### src/rtl/imem_loader_pkg.sv
// Shared constants for the instruction-memory loader: FSM encodings,
// stream framing constants and the word-index to byte-address helper.
package imem_loader_pkg;

  localparam logic [2:0] LDR_IDLE  = 3'd0;
  localparam logic [2:0] LDR_HDR   = 3'd1;
  localparam logic [2:0] LDR_DATA  = 3'd2;
  localparam logic [2:0] LDR_DONE  = 3'd3;
  localparam logic [2:0] LDR_ERR   = 3'd4;
  // Single cycle between the last write and DONE; still counts as busy.
  localparam logic [2:0] LDR_DRAIN = 3'd5;

  localparam int BYTES_PER_WORD = 4;

  function automatic logic [31:0] word_to_addr(input logic [29:0] idx);
    return {idx, 2'b00};
  endfunction

endpackage

### src/rtl/imem_byte_packer.sv
// Big-endian byte-to-word packer. word presents the value that the current
// byte completes, so the parent can act on the same edge that accepts it.
module imem_byte_packer
  import imem_loader_pkg::*;
(
  input  logic        clk,
  input  logic        rst,
  input  logic        clear,
  input  logic        shift_en,
  input  logic [7:0]  byte_in,
  output logic [31:0] word,
  output logic        word_complete
);

  logic [31:0] r_word;
  logic [1:0]  r_cnt;
  logic [31:0] w_word;

  assign w_word        = {r_word[23:0], byte_in};
  assign word          = w_word;
  assign word_complete = shift_en && (r_cnt == 2'(BYTES_PER_WORD - 1));

  // Byte counter is control state; it wraps 3 -> 0 at each word boundary.
  always_ff @(posedge clk) begin
    if (rst || clear) begin
      r_cnt <= 2'd0;
    end else if (shift_en) begin
      r_cnt <= r_cnt + 2'd1;
    end
  end

  always_ff @(posedge clk) begin
    if (clear) begin
      r_word <= 32'd0;
    end else if (shift_en) begin
      r_word <= w_word;
    end
  end

endmodule

### src/rtl/imem_loader.sv
// Run-time program loader for the instruction store: reads a big-endian
// word-count header, then writes that many words at byte addresses 0,4,8,...
module imem_loader
  import imem_loader_pkg::*;
#(
  parameter int MEM_SIZE = 1024
) (
  input  logic        clk,
  input  logic        rst,
  input  logic        start,
  input  logic        in_valid,
  input  logic [7:0]  in_data,
  output logic        in_ready,
  output logic        we,
  output logic [31:0] waddr,
  output logic [31:0] wdata,
  output logic        busy,
  output logic        cpu_hold,
  output logic        done,
  output logic        err
);

  localparam int IDX_W = $clog2(MEM_SIZE) + 1;

  logic [2:0]       r_state;
  logic [IDX_W-1:0] r_word_idx;
  logic [IDX_W-1:0] r_count;
  logic             r_we;
  logic [31:0]      r_waddr;
  logic [31:0]      r_wdata;

  logic             w_in_ready;
  logic             w_accept;
  logic             w_start_ok;
  logic [31:0]      w_word;
  logic             w_word_done;
  logic [IDX_W-1:0] w_idx_next;
  logic             w_last_word;
  logic             w_hdr_over;

  assign w_in_ready  = (r_state == LDR_HDR) || (r_state == LDR_DATA);
  assign w_accept    = in_valid && w_in_ready;
  assign w_start_ok  = start && ((r_state == LDR_IDLE) || (r_state == LDR_DONE) ||
                                 (r_state == LDR_ERR));
  assign w_idx_next  = r_word_idx + IDX_W'(1);
  assign w_last_word = (w_idx_next == r_count);
  // Full 32-bit compare so huge headers cannot alias into range.
  assign w_hdr_over  = (w_word > 32'(MEM_SIZE));

  imem_byte_packer u_packer (
    .clk           (clk),
    .rst           (rst),
    .clear         (w_start_ok),
    .shift_en      (w_accept),
    .byte_in       (in_data),
    .word          (w_word),
    .word_complete (w_word_done)
  );

  always_ff @(posedge clk) begin
    if (rst) begin
      r_state    <= LDR_IDLE;
      r_word_idx <= '0;
      r_count    <= '0;
      r_we       <= 1'b0;
      r_waddr    <= 32'd0;
      r_wdata    <= 32'd0;
    end else begin
      r_we <= 1'b0;
      case (r_state)
        LDR_IDLE, LDR_DONE, LDR_ERR: begin
          if (start) begin
            r_state    <= LDR_HDR;
            r_word_idx <= '0;
          end
        end
        LDR_HDR: begin
          if (w_word_done) begin
            if (w_word == 32'd0) begin
              r_state <= LDR_DONE;
            end else if (w_hdr_over) begin
              r_state <= LDR_ERR;
            end else begin
              r_state <= LDR_DATA;
              r_count <= w_word[IDX_W-1:0];
            end
          end
        end
        LDR_DATA: begin
          if (w_word_done) begin
            r_we       <= 1'b1;
            r_waddr    <= word_to_addr(30'(r_word_idx));
            r_wdata    <= w_word;
            r_word_idx <= w_idx_next;
            if (w_last_word) begin
              r_state <= LDR_DRAIN;
            end
          end
        end
        LDR_DRAIN: r_state <= LDR_DONE;
        default:   r_state <= LDR_IDLE;
      endcase
    end
  end

  assign in_ready = w_in_ready;
  assign we       = r_we;
  assign waddr    = r_waddr;
  assign wdata    = r_wdata;
  assign busy     = w_in_ready || (r_state == LDR_DRAIN);
  assign cpu_hold = busy;
  assign done     = (r_state == LDR_DONE);
  assign err      = (r_state == LDR_ERR);

endmodule

### config.mk
export PLATFORM = sky130hd
export DESIGN_NAME = imem_loader
export DESIGN_NICKNAME = d
export VERILOG_FILES = /design/src/rtl/imem_loader_pkg.sv /design/src/rtl/imem_byte_packer.sv /design/src/rtl/imem_loader.sv
export SDC_FILE = /design/constraint.sdc
export NUM_CORES = 1
export LEC_CHECK = 0
export CORE_ASPECT_RATIO = 1.2
export CORE_MARGIN = 2
export CORE_UTILIZATION = 55
export CTS_CLUSTER_DIAMETER = 120
export DETAILED_ROUTE_END_ITERATION = 12
export PLACE_DENSITY = 0.91
export SYNTH_ARGS = -nofsm -noshare
export SYNTH_HDL_FRONTEND = slang
export SYNTH_HIERARCHICAL = 1
export SYNTH_SLANG_ARGS = --single-unit
### constraint.sdc
create_clock -name clk -period 8.4 [get_ports clk]
set_input_delay 2.1 -clock clk [delete_from_list [all_inputs] [get_ports clk]]
set_output_delay 2.1 -clock clk [all_outputs]
set_load 0.02 [all_outputs]
# Word level (Yosys, flattened, before mapping)
# Cells that the tools add are included.
[classes]
n_addsub = 2
n_mul = 0
div_mod_pow = 0
n_lt_le_gt_ge = 1
eq_ne = 11
shift = 0
muxes = 11
bitwise_logic = 3
reduce_logical = 17
[ops]
columns = ["cell", "n"]
rows = [
  ["$gt 32x11->1 const B", 1],
  ["$logic_not 32->1", 1],
  ["$mux 11", 2],
  ["$pmux 11 s2", 1],
  ["$mux 3", 6],
  ["$pmux 3 s4", 1],
  ["$add 11x1->11 const B", 1],
  ["$eq 11x11->1", 1],
  ["$reduce_and 4->1", 2],
  ["$eq 3x2->1 const B", 2],
  ["$eq 3x3->1 const B", 2],
  ["$logic_or 1x1->1", 5],
  ["$ne 2x1->1 const B", 2],
  ["$ne 2x2->1 const B", 2],
  ["$eq 3x1->1 const B", 1],
  ["$logic_and 1x1->1", 3],
  ["$logic_not 3->1", 1],
  ["$not 1->1", 3],
  ["$reduce_and 3->1", 1],
  ["$reduce_or 3->1", 1],
  ["$add 2x1->2 const B", 1],
  ["$eq 2x2->1 const B", 1],
  ["$reduce_and 2->1", 1],
  ["$reduce_bool 2->1", 1],
  ["other kinds (2)", 2],
]
[totals]
register_bits = 95
latch_bits = 0
mem_bits_rw = 0
rom_bits = 0
inputBits = 12
out_inout_bits = 70
n_memories = 0

# Depth between registers and ports, before layout
# Gate-level depths: netlist of run 1.
[depth]
depth_word = 6
depth_mapped = 14
mapped_depth_nobuf = 10

# By module
# The synthesis of run 1 kept the hierarchy.
[by_module_without_submodules]
columns = ["mod", "instances", "cells_per_inst", "area_per_inst_um2", "seq_area_each_um2"]
rows = [
  ["imem_loader", 1, 420, 3321.9, 1381.3],
  ["imem_byte_packer", 1, 94, 1023.5, 520.5],
]

# Worst setup path after synthesis of run 1
# OpenSTA, ideal clock, no wires.
[synth_path]
path_type = "input -> register"
from = "in in_data[4]"
to = "reg r_count[1]"
setup_ns = 0.128
arrival_time_ns = 3.797
required_ns = 8.272
slack_ns = 4.476
stages = 8
n_path_buf = 2
path_cell_list = "buf_4 > nor4_1 > nand3_1 > a2111oi_1 > and4b_1 > buf_4 > mux2i_1 > nor2_1"
[synth_via]
elab_chain_cells = 3
elab_cells_between_ends = 5
cone_classes = "order compare: 1; bitwise: 2; reduce/logical: 2"
[synth_rtl]
columns = ["item", "line", "rtl"]
rows = [
  ["from (decl)", "imem_loader.sv:12", "input logic [7:0] in_data,"],
  ["$gt 32x11->1 or $logic_not 32->1 (tied branches)", "imem_loader.sv:48, imem_loader.sv:79", ""],
  ["$not 1->1 (no line)", "n/a", ""],
  ["$reduce_and 4->1 (no line) (*)", "n/a", ""],
  ["to (signal assigned)", "imem_loader.sv:85", "r_count <= w_word[IDX_W-1:0];"],
  ["to (decl)", "imem_loader.sv:27", "logic [IDX_W-1:0] r_count;"],
]
# Mark *: on every way between the ends. The rest lies on a longest branch, timed or not.
# A chain may end at the register's enable or synchronous reset.

# Worst setup path in the final report of run 1
[layout_path]
from = "in in_valid"
to = "reg r_word_idx[10]"
[layout_via]
elab_chain_cells = 4
[layout_rtl]
columns = ["item", "line", "rtl"]
rows = [
  ["from (decl)", "imem_loader.sv:11", "input logic in_valid,"],
  ["$logic_and 1x1->1", "imem_loader.sv:42", "assign w_accept = in_valid && w_in_ready;"],
  ["named net w_accept", "imem_loader.sv:33", "logic w_accept;"],
  ["$logic_and 1x1->1", "imem_byte_packer.sv:21", "assign word_complete = shift_en && (r_cnt == 2'(BYTES_PER_WORD - 1));"],
  ["named net w_word_done", "imem_loader.sv:36", "logic w_word_done;"],
  ["$ne 2x1->1 (no line)", "n/a", ""],
  ["$reduce_and 3->1 (no line)", "n/a", ""],
  ["to (signal assigned)", "imem_loader.sv:94", "r_word_idx <= w_idx_next;"],
  ["to (decl)", "imem_loader.sv:26", "logic [IDX_W-1:0] r_word_idx;"],
]
# The timed path passes the listed nets, and every way through them passes these cells.

==> impl_metrics.tcl, run 1 <==
set metrics [dict create \
    fp.dieArea_sq_mm 0.008631 \
    detailroute.via_count 3592 \
    cp-startpoint "in_valid" \
    worst-endpoint-arrival_ns 4.94 \
    synth_cell_type_count 47 \
    clk_root_buffer_cell "sky130_fd_sc_hd__clkbuf_8" \
    sort_of_element_at_the_start_of_the_critical_path "primary input" \
    worst_r2r_endpoint "r_word_idx[10]$_SDFFE_PP0P_" \
    critical-path-top-delay-family "simple AND/OR/NAND/NOR gates" \
    number_of_levels_in_the_clock_h_tree 3 \
    synthesis.instances 514 \
    synthToLayoutAreaGrowth_pct 12.67 \
    synthTopCellsByArea "sky130_fd_sc_hd__dfxtp_1 44%, sky130_fd_sc_hd__mux2i_1 9.0%, sky130_fd_sc_hd__nand2_1 8.5%, sky130_fd_sc_hd__a21oi_1 6.6%, sky130_fd_sc_hd__buf_4 5.5%" \
    max_stage_delay_ns 0.54 \
    fillers 641 \
    global_route.overflow_total 0 \
    critPathCapture "r_word_idx[10]$_SDFFE_PP0P_" \
    number_of_vias_per_cell_after_detailed_routing 5.604 \
    drv_slew 0 \
    antenna_found_initial 0 \
    global_route_wire_length_before_repair_um 15830 \
    floorplan.die.height_um 101.4 \
    drcViolationCount 0 \
    report.final.hold_viol_count 0 \
    core-area_sq_mm 0.007664 \
    required_ns 8.69 \
    buffers_inserted_by_post_cts_timing_repair 0 \
    setup_viol 0 \
    wl_um 9674 \
    gp_routability_congestion 0.9215 \
    final.period_utilization 0.5533 \
    worstRegToRegCells 9 \
    drt.antenna.violating_nets 0 \
    post_drt_wl_per_cell_um 15.09 \
    finish.net_count 558 \
    grt_use_total 0.2293 \
    drtPass1Iterations 4 \
    seq_area_frac_synth 0.4377 \
    synth.most_common_cell "sky130_fd_sc_hd__nand2_1" \
    grt_max_degree 74 \
    maxCapViolCount 0 \
    layout_setup_ws_ns 3.752 \
    floorplan.die.width_um 85.14 \
    critPathSlowestCell "sky130_fd_sc_hd__or4_1" \
    timing.critical_path.cells "clkdlybuf4s50_1 -> and2_1 -> buf_4 -> and2_1 -> nand2_1 -> buf_4 -> or4_1 -> a21oi_1" \
    path_class "in2reg" \
    io_buffer_count 60 \
    post_cts_resized 0 \
    tritoncts "done" \
    post-synth-top-area-cell "sky130_fd_sc_hd__dfxtp_1" \
    number_of_flip_flops_and_latches_in_the_synthesized_netlist 95 \
    grt_pass1_vias 3381 \
    dp_hpwl_um 6600 \
    worstHoldPathType "reg2reg" \
    outcome "completed" \
    io_pins 82 \
    slew_at_the_pin_closest_to_its_max_slew_limit_ns 1.035 \
    synth_warnings 6 \
    worstSetupEndpointType "flop" \
    cts_hold_buffers 0 \
    r2r_setup_slk_ns 4.60 \
    row_count 35 \
    synth_enable_flop_cells 0 \
    achievable-frequency_mhz 215.1 \
    cellPowerDensity_mw_per_mm2 215.8 \
    synth.cell_area_sq_mm 0.004345 \
    finClkSkew_ns 0.01167 \
    final_layout_size_suffix_gt1_frac 0.04918 \
    ys_async_sr_fraction 0 \
    source_to_sink_clock_delay_at_the_later_pin_of_the_worst_skew_pair_ns 0.37 \
    cts_buffers 9 \
    ys_top_cells_by_count "98 x sky130_fd_sc_hd__nand2_1, 95 x sky130_fd_sc_hd__dfxtp_1, 59 x sky130_fd_sc_hd__nor2_1, 57 x sky130_fd_sc_hd__a21oi_1, 39 x sky130_fd_sc_hd__mux2i_1" \
    worst_ir_drop_on_vdd_v 0.0001782 \
    post-place-ws_ns 3.399 \
    unrepaired_setup_endpoints_after_global_routing "false" \
    timing.critical_path.fanout_max 32 \
    synth_top_area_frac 0.4377 \
    cts.reportedPaths.clkPinSlew_ns 0.10 \
    worstSetupPathDepth 8 \
    fin_tns_setup_ns 0 \
    cts_max_path_buffers 2 \
    drt_iter0_markers 335 \
    static_leakage_nw 1.722 \
    clock_sinks 95 \
    path_buf_inv 3 \
    synthFlopType "sky130_fd_sc_hd__dfxtp_1" \
    initial_standard_cell_utilization_of_the_core 0.5670 \
    regToRegStartpoint "r_state[1]$_SDFFE_PP0P_" \
    min_period_ns 4.648 \
    antennaDiodeCount 0 \
    layout.core_utilization 0.6389 \
    timing.max_slew.rel_slack 0.3103 \
    syn-mean-instance-area_sq_um 8.454 \
]
==> how the worst min path moves through the flow <==
stage | to | slack, ns | depth (start not counted) | startpoint
final | wdata[25]$_SDFFE_PP0P_ | 0.46 | 2 | wdata[25]$_SDFFE_PP0P_
after detailed placement | waddr[4]$_SDFFE_PP0P_ | 0.45 | 2 | waddr[4]$_SDFFE_PP0P_
after global placement | waddr[6]$_SDFFE_PP0P_ | 0.45 | 2 | waddr[6]$_SDFFE_PP0P_
after CTS | wdata[25]$_SDFFE_PP0P_ | 0.46 | 2 | wdata[25]$_SDFFE_PP0P_
after global routing | waddr[8]$_SDFFE_PP0P_ | 0.48 | 2 | waddr[8]$_SDFFE_PP0P_
after floorplan | wdata[29]$_SDFFE_PP0P_ | 0.44 | 2 | u_packer/r_word[21]$_SDFFE_PP0P_
==> final cells by class <==
cell class              count  area [sq um]  area share
well taps                  92         115.1     0.02351
clock inverters             7         61.31     0.01252
multi-input cells         374          2068      0.4224
flip-flops and latches     95          1902      0.3884
repair buffers             64         625.6      0.1278
clock buffers               9         123.9     0.02530
==> metrics by stage <==
stage          hold WS (ns)  instances  instance area (sq um)  power [mW]
2_1_floorplan        0.4414        534                   4420      0.7315
3_3_place_gp         0.4458        625                   4711      0.7625
3_5_place_dp         0.4468        625                   4711      0.7707
4_1_cts              0.4599        641                   4896       1.058
5_1_grt              0.4823        641                   4896       1.106
6_report             0.4563        641                   4896       1.057
==> registers in the layout (all words and copies together), names as in the netlist <==
signal and flops:
r_count 11, r_word_idx 11, we 1, waddr 11
r_state 3, u_packer/r_word 24, u_packer/r_cnt 2, wdata 32
==> cell usage in the layout, fill, tap and decap left out, types with 8 or more instances in the layout <==
cell type	synthesis	final
sky130_fd_sc_hd__clkbuf_8	0	9
sky130_fd_sc_hd__nor2_1	59	59
sky130_fd_sc_hd__conb_1	1	21
sky130_fd_sc_hd__o21ai_0	11	11
sky130_fd_sc_hd__clkdlybuf4s50_1	0	59
sky130_fd_sc_hd__mux2i_1	39	39
sky130_fd_sc_hd__nor3_1	8	8
sky130_fd_sc_hd__dfxtp_1	95	95
sky130_fd_sc_hd__xnor2_1	8	8
sky130_fd_sc_hd__nor4_1	8	8
sky130_fd_sc_hd__a21oi_1	57	57
sky130_fd_sc_hd__nand2_1	98	98
==> kinds of logic after synthesis <==
family / after synthesis / share of synthesized area
muxes: 39 / 0.08983
xor gates and xnor gates: 13 / 0.02620
and+or+nand+nor: 218 / 0.2327
DFF: 95 / 0.4377
other: 1 / 0.0008630
buffers and inverters: 65 / 0.1037
AOI/OAI and AO/OA: 81 / 0.1034
adders and majority gates: 2 / 0.005758
==> routing by layer <==
| layer | track usage | vias up | part of all wire |
|---|---|---|---|
| li1 | - | 1743 | - |
| met1 | 0.2731 | 1661 | 0.41 |
| met2 | 0.3774 | 156 | 0.49 |
| met3 | 0.05542 | 32 | 0.070 |
| met4 | 0.1343 | 0 | 0.034 |
| met5 | 0 | - | 0 |
==> worst reg2reg max path, cell delays in order (launching register included) <==
cell and delay [ns]:
sky130_fd_sc_hd__dfxtp_1 0.50, sky130_fd_sc_hd__or3b_2 0.63, sky130_fd_sc_hd__o21ai_0 0.17, sky130_fd_sc_hd__and2_1 0.16, sky130_fd_sc_hd__buf_4 0.38, sky130_fd_sc_hd__and2_1 0.36, sky130_fd_sc_hd__nand2_1 0.41, sky130_fd_sc_hd__buf_4 0.40
sky130_fd_sc_hd__or4_1 0.54, sky130_fd_sc_hd__a21oi_1 0.19
==> power breakdown <==
part,total (mW),internal (mW),switching (mW)
clock,0.289,0.114,0.175
combinational,0.244,0.0978,0.146
sequential,0.524,0.478,0.0454
total,1.06,0.691,0.366
Power figures use the tool's default switching activity.
==> inputs of run 2 (changes only) <==
--- a/config.mk
+++ b/config.mk
@@ -7,10 +7,10 @@
 export LEC_CHECK = 0
 export CORE_ASPECT_RATIO = 1.2
 export CORE_MARGIN = 2
-export CORE_UTILIZATION = 55
+export CORE_UTILIZATION = 47
 export CTS_CLUSTER_DIAMETER = 120
 export DETAILED_ROUTE_END_ITERATION = 12
-export PLACE_DENSITY = 0.91
+export PLACE_DENSITY = 0.83
 export SYNTH_ARGS = -nofsm -noshare
 export SYNTH_HDL_FRONTEND = slang
 export SYNTH_HIERARCHICAL = 1
==> constraint.sdc (replaced) <==
create_clock -name clk -period 4 [get_ports clk]
set_input_delay 1 -clock clk [delete_from_list [all_inputs] [get_ports clk]]
set_output_delay 1 -clock clk [all_outputs]
set_load 0.02 [all_outputs]
==> impl_metrics.tcl, run 2 (synthesis gave the netlist of run 1 again) <==
set metrics [dict create \
    clk_root_buffer_cell "sky130_fd_sc_hd__clkbuf_8" \
    timing.critical_path.cells "clkdlybuf4s50_1 -> nor4_1 -> nand3_1 -> a2111oi_1 -> and4b_1 -> buf_4 -> mux2i_1 -> nor2_1" \
    detailroute.via_count 3524 \
    path_class "in2reg" \
    achievable-frequency_mhz 300.8 \
    io_pins 82 \
    final.period_utilization 0.8311 \
    floorplan.die.height_um 109.3 \
    timing.critical_path.fanout_max 11 \
    antenna_found_initial 0 \
    numPlacedInstances 656 \
    min_period_ns 3.324 \
    slew_at_the_pin_closest_to_its_max_slew_limit_ns 0.8898 \
    drtPass1Iterations 7 \
    initial_standard_cell_utilization_of_the_core 0.4810 \
    antennaDiodeCount 0 \
    worst-endpoint-arrival_ns 3.54 \
    worst_ir_drop_on_vdd_v 0.0003786 \
    fin_tns_setup_ns 0 \
    synthToLayoutAreaGrowth_pct 14.45 \
    number_of_levels_in_the_clock_h_tree 3 \
    finish.net_count 561 \
    layoutNonFillerInstCount 672 \
    final_common_cell "sky130_fd_sc_hd__nand2_1" \
    required_ns 4.22 \
    cts_buffers 9 \
    tritoncts "done" \
    source_to_sink_clock_delay_at_the_later_pin_of_the_worst_skew_pair_ns 0.37 \
    layout.core_utilization 0.5506 \
    io_buffer_count 60 \
    worstHoldPathType "reg2reg" \
    post_cts_resized 0 \
    grt_max_degree 51 \
    drcViolationCount 0 \
    floorplan.die.width_um 91.78 \
    drt_iter0_markers 159 \
    unrepaired_setup_endpoints_after_global_routing "false" \
    global_route.overflow_total 0 \
    sort_of_element_at_the_start_of_the_critical_path "primary input" \
    post_drt_wl_per_cell_um 14.62 \
    cts_max_path_buffers 2 \
    grt_use_total 0.2047 \
    core-area_sq_mm 0.009034 \
    placed_area_sq_mm 0.004768 \
    mostFrequentLayoutCells "98 x sky130_fd_sc_hd__nand2_1, 95 x sky130_fd_sc_hd__dfxtp_1, 59 x sky130_fd_sc_hd__nor2_1, 59 x sky130_fd_sc_hd__clkdlybuf4s50_1, 57 x sky130_fd_sc_hd__a21oi_1" \
    wl_um 9823 \
    clock_sinks 95 \
    grt_pass1_vias 3326 \
    finClkSkew_ns 0.01140 \
    timing.max_slew.rel_slack 0.4068 \
    final_design_area_no_fill_sq_mm 0.004974 \
    number_of_vias_per_cell_after_detailed_routing 5.244 \
    worstSetupEndpointType "flop" \
    drt.antenna.violating_nets 0 \
    cts.reportedPaths.clkPinSlew_ns 0.09 \
    dp_hpwl_um 6958 \
    buffers_inserted_by_post_cts_timing_repair 0 \
    setup_viol 0 \
    row_count 38 \
    outcome "completed" \
    final_layout_size_suffix_gt1_frac 0.05254 \
    critPathSlowestCell "sky130_fd_sc_hd__a2111oi_1" \
    maxCapViolCount 0 \
    gp_routability_congestion 0.9205 \
    drv_slew 0 \
    report.final.hold_viol_count 0 \
    max_stage_delay_ns 0.63 \
    cts_hold_buffers 0 \
    largest_register_ffs 32 \
    static_leakage_nw 1.743 \
    global_route_wire_length_before_repair_um 16270 \
    fp.dieArea_sq_mm 0.01003 \
    cellPowerDensity_mw_per_mm2 456.3 \
]
==> run 2: cell count changes in the layout (fill, tap and decap cells not counted) <==
cell	previous run	this run
sky130_fd_sc_hd__inv_8	2	0
sky130_fd_sc_hd__inv_6	3	2
sky130_fd_sc_hd__bufinv_16	0	1
sky130_fd_sc_hd__clkbuf_8	9	10
sky130_fd_sc_hd__clkinv_4	0	1
sky130_fd_sc_hd__clkbuf_1	0	1
sky130_fd_sc_hd__clkinv_2	1	0
sky130_fd_sc_hd__buf_4	4	7
==> run 2: path summary, 6_finish.rpt <==
kind                                start                         end  slack [ns]  depth (start not counted)
setup / recovery               in_data[5]     r_count[7]$_SDFFE_PP0P_        0.68                          8
hold / removal      wdata[5]$_SDFFE_PP0P_       wdata[5]$_SDFFE_PP0P_        0.46                          2
setup reg to reg  r_state[1]$_SDFFE_PP0P_  r_word_idx[8]$_SDFFE_PP0P_        0.99                          8
hold reg to reg     wdata[5]$_SDFFE_PP0P_       wdata[5]$_SDFFE_PP0P_        0.46                          2
==> run 2: metrics by stage <==
stage	setup slack (ns)	hold WS, ns	power, mW
floorplan	0.8469	0.4414	1.536
global placement	0.5886	0.4440	1.618
detailed placement	0.4143	0.4457	1.635
CTS	0.6557	0.4588	2.280
global route	0.4477	0.4724	2.381
finish	0.6758	0.4561	2.269
==> run 2: cell type report <==
class,instances,area (sq um)
Sequential cell,95,1902
Fill cell,834,4060
Clock buffer,11,141.4
Timing Repair Buffer,67,648.1
Clock inverter,5,63.81
Multi-Input combinational cell,374,2068
Tap cell,120,150.1
==> run 2: worst max-delay path: cells and delay by family <==
kind	cells	cell delay, ns
buffers and inverters	2	0.72
AO/OA/AOI/OAI	1	0.63
AND/OR/NAND/NOR	4	0.94
multiplexers	1	0.24
==> run 2: power by group <==
group | internal (mW) | total, mW | switching (mW)
sequential | 1.00 | 1.10 | 0.0997
clock | 0.312 | 0.647 | 0.336
combinational | 0.209 | 0.518 | 0.308
total | 1.53 | 2.27 | 0.744
==> run 2: layer usage <==
metal	vias to the layer above	share of wire	global-route usage
met1	1642	0.42	0.2452
met2	114	0.51	0.3519
met3	22	0.051	0.04044
met5	-	0	0
li1	1746	-	-
met4	0	0.026	0.1034
==> inputs of run 3 (changes only) <==
==> constraint.sdc (replaced) <==
create_clock -name clk -period 2.75 [get_ports clk]
set_input_delay 0.6875 -clock clk [delete_from_list [all_inputs] [get_ports clk]]
set_output_delay 0.6875 -clock clk [all_outputs]
set_load 0.02 [all_outputs]
==> impl_metrics.tcl, run 3 (synthesis gave the netlist of run 1 again) <==
set metrics [dict create \
    antennaDiodeCount 0 \
    post_cts_resized 0 \
    buffers_inserted_by_post_cts_timing_repair 0 \
    report.final.hold_viol_count 0 \
    slew_at_the_pin_closest_to_its_max_slew_limit_ns 0.6928 \
    synthToLayoutAreaGrowth_pct 17.71 \
    largest_register_ffs 32 \
    worst-endpoint-arrival_ns 2.87 \
    final.hold.worst_slack_ns 0.4577 \
    cts_max_path_buffers 2 \
    floorplan.die.width_um 91.78 \
    final_layout_size_suffix_gt1_frac 0.08451 \
    maxCapViolCount 0 \
    core-area_sq_mm 0.009034 \
    path_class "in2reg" \
    switching_share 0.3453 \
    min_period_ns 2.593 \
    setup_viol 0 \
    floorplan.die.height_um 109.3 \
    detailroute.via_count 3604 \
    cellPowerDensity_mw_per_mm2 650.9 \
    clk_root_buffer_cell "sky130_fd_sc_hd__clkbuf_8" \
    gp_routability_congestion 0.8343 \
    outcome "completed" \
    share_comb_of_total_power 0.257 \
    worstSetupEndpointType "flop" \
    grt_max_degree 48 \
    p_sw_mw 1.150 \
    clock_sinks 95 \
    global_route.overflow_total 0 \
    drt_iter0_markers 158 \
    initial_standard_cell_utilization_of_the_core 0.4810 \
    required_ns 3.02 \
    grt_pass1_vias 3449 \
    fp.dieArea_sq_mm 0.01003 \
    drv_slew 0 \
    grt_use_total 0.2018 \
    finish.net_count 577 \
    drtPass1Iterations 4 \
    dp_hpwl_um 7024 \
    achievable-frequency_mhz 385.6 \
    mostFrequentLayoutCells "98 x sky130_fd_sc_hd__nand2_1, 95 x sky130_fd_sc_hd__dfxtp_1, 59 x sky130_fd_sc_hd__nor2_1, 57 x sky130_fd_sc_hd__a21oi_1, 56 x sky130_fd_sc_hd__clkdlybuf4s50_1" \
    cts_hold_buffers 0 \
    share_clk_of_total_power 0.268 \
    cts_buffers 9 \
    global_route_wire_length_before_repair_um 16150 \
    post_drt_wl_per_cell_um 14.17 \
    tritoncts "done" \
    io_pins 82 \
    internal-power_mw 2.180 \
    worstHoldPathType "reg2reg" \
    drcViolationCount 0 \
    sort_of_element_at_the_start_of_the_critical_path "primary input" \
    timing.critical_path.fanout_max 11 \
    number_of_vias_per_cell_after_detailed_routing 5.238 \
    worst_ir_drop_on_vdd_v 0.0004243 \
    wl_um 9751 \
    number_of_levels_in_the_clock_h_tree 3 \
    finClkSkew_ns 0.01668 \
    layout.core_utilization 0.5662 \
    static_leakage_nw 1.865 \
    seqPwrFrac 0.475 \
    antenna_found_initial 0 \
    io_buffer_count 60 \
    post-layout-total-power_mw 3.329 \
    row_count 38 \
    final.period_utilization 0.9431 \
    source_to_sink_clock_delay_at_the_later_pin_of_the_worst_skew_pair_ns 0.39 \
    timing.max_slew.rel_slack 0.5381 \
    drt.antenna.violating_nets 0 \
    layoutNonFillerInstCount 688 \
    final_common_cell "sky130_fd_sc_hd__nand2_1" \
    cts.reportedPaths.clkPinSlew_ns 0.10 \
    numPlacedInstances 672 \
]
## run 3: changes by cell type in the layout (fill, tap and decap cells not counted), sizes merged
cell / before / now
inv: 2 / 5
bufinv: 1 / 0
buf: 8 / 24
clkdlybuf4s50: 59 / 56
clkbuf: 11 / 9
dlymetal6s2s: 0 / 3
## run 3: layout make-up
class | instances | area, sq um
timing repair buffer | 83 | 800.8
sequential | 95 | 1902
fill | 818 | 3919
clock inverter | 7 | 61.31
clock buffer | 9 | 123.9
multi-input combinational | 374 | 2077
tap | 120 | 150.1
## run 3: worst paths after layout
kind	from	end	slack [ns]	depth (start not counted)
setup / recovery	in_data[0]	r_count[2]$_SDFFE_PP0P_	0.16	8
hold reg to reg	waddr[4]$_SDFFE_PP0P_	waddr[4]$_SDFFE_PP0P_	0.46	2
hold / removal	waddr[4]$_SDFFE_PP0P_	waddr[4]$_SDFFE_PP0P_	0.46	2
setup reg to reg	r_state[0]$_SDFFE_PP0P_	r_word_idx[4]$_SDFFE_PP0P_	0.23	9
## run 3: power by group through the flow
stage / Combinational (mW) / Sequential (mW) / Clock (mW)
4_1_cts: 0.844 / 1.58 / 0.908
6_report: 0.855 / 1.58 / 0.893
3_3_place_gp: 0.813 / 1.60 / 0
3_5_place_dp: 0.839 / 1.61 / 0
2_1_floorplan: 0.685 / 1.56 / 0
5_1_grt: 0.938 / 1.59 / 0.971
## run 3: per-layer routing
layer | up-vias | global-route usage | share of wire | wire (um)
met5 | - | 0 | 0 | 0
met4 | 0 | 0.07889 | 0.019 | 189
met3 | 17 | 0.05209 | 0.056 | 546
met2 | 112 | 0.3598 | 0.51 | 4985
met1 | 1696 | 0.2328 | 0.41 | 4030
li1 | 1779 | - | - | -
## run 3: critical path, cell delays in order
cell,delay (ns)
sky130_fd_sc_hd__clkdlybuf4s50_1,0.44
sky130_fd_sc_hd__nor4_1,0.36
sky130_fd_sc_hd__nand3_1,0.19
sky130_fd_sc_hd__a2111oi_2,0.42
sky130_fd_sc_hd__and4b_1,0.30
sky130_fd_sc_hd__buf_12,0.16
sky130_fd_sc_hd__mux2i_1,0.23
sky130_fd_sc_hd__nor2_1,0.07
## run 3: stage by stage
stage / TNS [ns] / area (sq um) / worst slack, ns
2_1_floorplan: 0 / 4431 / 0.005901
3_5_place_dp: -2.944 / 4917 / -0.3346
5_1_grt: -0.06504 / 5115 / -0.02607
6_report: 0 / 5115 / 0.1565
3_3_place_gp: -1.241 / 4917 / -0.1151
4_1_cts: 0 / 5102 / 0.01496
